`src/rtl/instr_fetch_pkg.sv`:
```
// Shared encodings for the instruction fetch stage: PC-source selects, NOP word,
// fault causes and fetch FSM states.
package instr_fetch_pkg;

   localparam logic [1:0] ORIGPC_PLUS4  = 2'b00;
   localparam logic [1:0] ORIGPC_BRANCH = 2'b01;
   localparam logic [1:0] ORIGPC_JAL    = 2'b10;
   localparam logic [1:0] ORIGPC_JALR   = 2'b11;

   localparam logic [31:0] INSTR_NOP = 32'h0000_0013;

   localparam logic [1:0] FAULT_NONE     = 2'b00;
   localparam logic [1:0] FAULT_MISALIGN = 2'b01;
   localparam logic [1:0] FAULT_TIMEOUT  = 2'b10;

   typedef enum logic [1:0] {
      S_FETCH = 2'd0,
      S_VALID = 2'd1,
      S_FAULT = 2'd2
   } fetchState_t;

endpackage

```
`src/rtl/instr_fetch_nextpc.sv`:
```
// Combinational next-PC selection for a retiring instruction, with a flag for
// targets that are not word aligned after the JALR bit-0 clear.
import instr_fetch_pkg::*;

module instr_nextpc (
   input  logic [31:0] pc,
   input  logic [1:0]  origPc,
   input  logic        branchTaken,
   input  logic [31:0] branchTarget,
   input  logic [31:0] jalrTarget,
   output logic [31:0] nextPc,
   output logic        misaligned
);

   logic [31:0] pcPlus4;

   assign pcPlus4 = pc + 32'd4;

   always_comb begin
      nextPc = pcPlus4;
      case (origPc)
         ORIGPC_PLUS4:  nextPc = pcPlus4;
         ORIGPC_BRANCH: nextPc = branchTaken ? branchTarget : pcPlus4;
         ORIGPC_JAL:    nextPc = branchTarget;
         ORIGPC_JALR:   nextPc = {jalrTarget[31:1], 1'b0};
         default:       nextPc = pcPlus4;
      endcase
   end

   assign misaligned = nextPc[1];

endmodule

```
`src/rtl/instr_fetch.sv`:
```
// Multi-cycle instruction fetch: owns the PC, fetches one word per instruction over
// a req/ack handshake, holds it until retire, and halts stickily on faults.
import instr_fetch_pkg::*;

module instr_fetch #(
   parameter logic [31:0] RESET_PC = 32'h0040_0000,
   parameter int          TIMEOUT  = 255
) (
   input  logic        iCLK,
   input  logic        iRST,
   output logic [31:0] oPC,
   output logic [31:0] oInstr,
   output logic        oInstrValid,
   input  logic        iRetire,
   input  logic [1:0]  iOrigPC,
   input  logic        iBranchTaken,
   input  logic [31:0] iBranchTarget,
   input  logic [31:0] iJalrTarget,
   output logic [31:0] oIMemAddr,
   output logic        oIMemReq,
   input  logic        iIMemAck,
   input  logic [31:0] iIMemData,
   output logic        oFault,
   output logic [1:0]  oFaultCause
);

   localparam int CNT_W = (TIMEOUT > 0) ? $clog2(TIMEOUT + 1) : 1;
   localparam logic [CNT_W-1:0] CNT_LAST = CNT_W'((TIMEOUT > 0) ? TIMEOUT - 1 : 0);

   fetchState_t      state, stateNext;
   logic [31:0]      pc;
   logic [31:0]      instrReg;
   logic [CNT_W-1:0] waitCnt;
   logic [1:0]       faultCause;
   logic [31:0]      nextPc;
   logic             misaligned;
   logic             timeoutHit;

   instr_nextpc uNextPc (
      .pc           (pc),
      .origPc       (iOrigPC),
      .branchTaken  (iBranchTaken),
      .branchTarget (iBranchTarget),
      .jalrTarget   (iJalrTarget),
      .nextPc       (nextPc),
      .misaligned   (misaligned)
   );

   // Last permitted wait cycle; an ack in that same cycle still wins.
   assign timeoutHit = (TIMEOUT != 0) && (waitCnt == CNT_LAST);

   always_comb begin
      stateNext = state;
      case (state)
         S_FETCH: begin
            if (iIMemAck)
               stateNext = S_VALID;
            else if (timeoutHit)
               stateNext = S_FAULT;
         end
         S_VALID: begin
            if (iRetire)
               stateNext = misaligned ? S_FAULT : S_FETCH;
         end
         S_FAULT: stateNext = S_FAULT;
         default: stateNext = S_FAULT;
      endcase
   end

   always_ff @(posedge iCLK) begin
      if (iRST) begin
         state      <= S_FETCH;
         pc         <= RESET_PC;
         waitCnt    <= '0;
         faultCause <= FAULT_NONE;
      end else begin
         state <= stateNext;
         case (state)
            S_FETCH: begin
               if (iIMemAck)
                  waitCnt <= '0;
               else if (timeoutHit)
                  faultCause <= FAULT_TIMEOUT;
               else
                  waitCnt <= waitCnt + CNT_W'(1);
            end
            S_VALID: begin
               if (iRetire) begin
                  if (misaligned)
                     faultCause <= FAULT_MISALIGN;
                  else
                     pc <= nextPc;
               end
            end
            default: ;
         endcase
      end
   end

   // Instruction word is masked to NOP on the output, so it needs no reset.
   always_ff @(posedge iCLK) begin
      if (state == S_FETCH && iIMemAck)
         instrReg <= iIMemData;
   end

   assign oPC         = pc;
   assign oIMemAddr   = pc;
   assign oIMemReq    = (state == S_FETCH) && !iRST;
   assign oInstrValid = (state == S_VALID);
   assign oInstr      = (state == S_VALID) ? instrReg : INSTR_NOP;
   assign oFault      = (state == S_FAULT);
   assign oFaultCause = faultCause;

endmodule

```
`config.mk`:
```
export PLATFORM = sky130hd
export DESIGN_NAME = instr_fetch
export DESIGN_NICKNAME = d
export VERILOG_FILES = /design/src/rtl/instr_fetch_pkg.sv /design/src/rtl/instr_fetch_nextpc.sv /design/src/rtl/instr_fetch.sv
export SDC_FILE = /design/constraint.sdc
export NUM_CORES = 1
export LEC_CHECK = 0
export ABC_CLOCK_PERIOD_IN_PS = 2450
export BUFFER_PORTS_ARGS = -buffer_cell sky130_fd_sc_hd__buf_2
export CAP_MARGIN = 15
export CORE_MARGIN = 2
export CORE_UTILIZATION = 48
export CTS_CLUSTER_DIAMETER = 200
export DETAILED_ROUTE_END_ITERATION = 10
export PLACE_DENSITY = 0.81
export SYNTH_ARGS = -nofsm -noshare
export SYNTH_HDL_FRONTEND = slang
export SYNTH_SLANG_ARGS = --single-unit
```
`constraint.sdc`:
```
create_clock -name iCLK -period 2.45 [get_ports iCLK]
set_input_delay 0.6125 -clock iCLK [delete_from_list [all_inputs] [get_ports iCLK]]
set_output_delay 0.6125 -clock iCLK [all_outputs]
set_load 0.02 [all_outputs]
```
==> flow_metrics.tcl <==
set metrics [dict create \
    slew_viol_final 0 \
    ctsLongestPathBuffers 2 \
    cp_data_arrival_time_ps 2490 \
    synth_edf_count 32 \
    nFillCells 802 \
    initial_core_util_pct 49.33 \
    hold_path.class "in2reg" \
    reg2reg_to "oIMemAddr[14]$_SDFFE_PP0P_" \
    post_cts_buffers 0 \
    first_pass_iters 5 \
    worstSetupPathType "reg2reg" \
    clock_skew_ps 19.27 \
    pre_cts_ws_ps 124.1 \
    synthXorXnorAreaFrac_pct 0.1931 \
    syn_area_mm2 0.004537 \
    area_growth_pct 25.32 \
    power_density_mw_per_mm2 531.2 \
    grt_max_degree 35 \
    final_cell_mix "buf_2 (200), a21oi_1 (43), dfxtp_1 (43)" \
    grt_overflow 0 \
    layout_min_cycle_time_ps 2244 \
    drive_above_1_share_pct 40.15 \
    grt_pass1_vias 4191 \
    cap_violations 0 \
    worst_pin_slew_ps 733.2 \
    max-vdd-ir-drop_v 0.0003529 \
    yosys_warnings 0 \
    required_ps 2700 \
    final_nets 786 \
    drtIter0Drc 323 \
    async_flop_share_pct 0 \
    grt_use_total_pct 24.90 \
    grt_first_pass_wirelength_mm 20.40 \
    cts_tree "yes" \
    htreeDepth 3 \
    setup_ws_ps 205.8 \
    synth_flop_cell "dfxtp_1" \
    seq_area_mm2 0.001822 \
    placed_cells 780 \
    endpoint_kind "flip-flop" \
    synth_fa_ha_area_share_pct 0.8274 \
    die_h_um 101.2 \
    post_cts_resized 0 \
    min-delay-start "iIMemData[21]" \
    yosys.area_share.simple_pct 22.78 \
    synthCells 507 \
    setup_viol 0 \
    p_leak_nw 2.553 \
    multi_input_area_mm2 0.002322 \
    viasPerCell 5.882 \
    synth_cell_types 62 \
    fin_cells 797 \
    r2r-start "oIMemAddr[4]$_SDFFE_PP0P_" \
    die_w_um 101.2 \
    clk_pin_slew_ps 100 \
    cp_max_fo 9 \
    rsz0062_at_grt "false" \
    antenna_found_initial 1 \
    ys_seq_area_share_pct 40.15 \
    wl_mm 13.29 \
    worst_setup_path_start_kind "flip-flop" \
    holdPathStages 1 \
    final_antenna_net_count 0 \
    clock-sinks 75 \
    gp_congestion 0.8986 \
    reg2regPathDepth 5 \
    synth_seq_cells 75 \
    synth-compound-area-share_pct 21.57 \
    core_mm2 0.009196 \
    fmax_ghz 0.4456 \
    place_hpwl_mm 9.991 \
    rrSetupSlack_ps 210 \
    final_common_cell "buf_2" \
    synth_top_family_by_area "simple AND/OR/NAND/NOR gates" \
    postCtsHoldBufs 0 \
    period_share_pct 91.60 \
    relSlewSlack_pct 50.70 \
    status "finished, final reports clean" \
    drc 0 \
    die_area_mm2 0.01025 \
    muxShareOfSynthArea_pct 5.654 \
    syn_area_per_cell_um2 8.948 \
    cts_buffers 9 \
    row_count 35 \
    insertion_delay_ps 360 \
    route.vias.total 4688 \
    io_pins 204 \
    setup_tns_ps 0 \
    wire_per_inst_um 16.67 \
    io_buffers 200 \
    hold_viol_final 0 \
    whs_endpoint "instrReg[21]$_DFFE_PP_" \
    root_buffer "clkbuf_8" \
]
-- registers in the layout (all words and copies together) (netlist names) --
register	flops
instrReg	32
waitCnt	8
oIMemAddr	31
oFaultCause	2
state	2
-- report_power, final --
part           internal (mW)  total, mW  switching [mW]  leakage [nW]
registers               1.39       1.44          0.0545         0.653
clock network          0.394      0.919           0.524        0.0947
logic                  0.266      0.661           0.395          1.80
-- synth_stat cells (all sizes together) (3+ instances only) --
library cell | number | area [um^2]
a211oi | 5 | 37.54
a21o | 7 | 53.80
a21oi | 43 | 215.2
a22o | 6 | 52.55
a22oi | 14 | 105.1
a311oi | 4 | 35.03
a31oi | 10 | 62.56
a32o | 5 | 50.05
and2 | 35 | 219.0
and3 | 11 | 71.31
and4 | 4 | 35.03
buf | 41 | 284.0
clkbuf | 22 | 82.58
dfxtp | 43 | 860.8
edfxtp | 32 | 960.9
ha | 3 | 37.54
inv | 7 | 26.28
mux2 | 21 | 236.5
nand2 | 33 | 123.9
nand2b | 6 | 37.54
nand3 | 14 | 70.07
nand4 | 13 | 111.4
nor2 | 34 | 127.6
nor2b | 3 | 18.77
nor3 | 9 | 50.05
nor4 | 6 | 58.80
o21ai | 34 | 170.2
o31ai | 5 | 37.54
or4 | 5 | 42.54
-- critical path, stage by stage, from the launching register on --
cell     delay, ps
dfxtp_1        560
nand4_4        230
or4_2          740
o21ai_0        250
nand2_1         80
a32o_1         280
-- final cells by class --
type                       instances  area share, %
inverter                           8         0.5282
tap                              111          2.443
antenna                            1        0.04401
clock inverter                     7          1.144
sequential                        75          32.04
clock buffer                       9          2.179
timing repair buffer             224          20.77
multi-input combinational        362          40.85
-- cells by family (layout without fill, tap and decap cells) --
family	count (synthesis)	count (layout)
other cells	1	3
fa+ha+maj	3	3
flops	75	75
mux	23	23
compound gates	151	151
xor+xnor	1	1
simple gates	182	182
buf+inv	71	248
-- worst max path at each step --
stage	end	depth (start not counted)	start
floorplan	oIMemAddr[22]$_SDFFE_PP1P_	5	oIMemAddr[3]$_SDFFE_PP0P_
global placement	oIMemAddr[23]$_SDFFE_PP0P_	5	iOrigPC[0]
detailed placement	oIMemAddr[23]$_SDFFE_PP0P_	5	iOrigPC[0]
CTS	oIMemAddr[22]$_SDFFE_PP1P_	4	oIMemAddr[4]$_SDFFE_PP0P_
global route	oIMemAddr[14]$_SDFFE_PP0P_	5	oIMemAddr[4]$_SDFFE_PP0P_
finish	oIMemAddr[14]$_SDFFE_PP0P_	5	oIMemAddr[4]$_SDFFE_PP0P_
-- metrics by stage --
step,power [mW],area (um^2),utilization [%],hold slack (ps)
CTS,3.034,5683,61.80,406.4
detailed placement,2.125,5494,59.74,491.6
floorplan,1.882,4541,-,451.1
global placement,2.102,5494,59.74,472.1
finish,3.020,5685,61.82,421.4
global route,3.162,5685,61.82,404.8
-- metal layers --
metal / vias to the layer above / wire length [um] / GRT usage (%)
li1: 2211 / - / -
met1: 2200 / 5248 / 31.16
met2: 253 / 6711 / 43.56
met3: 24 / 1106 / 4.210
met4: 0 / 221 / 8.316
met5: - / 0 / 0
(Power assumes the default switching activity.)
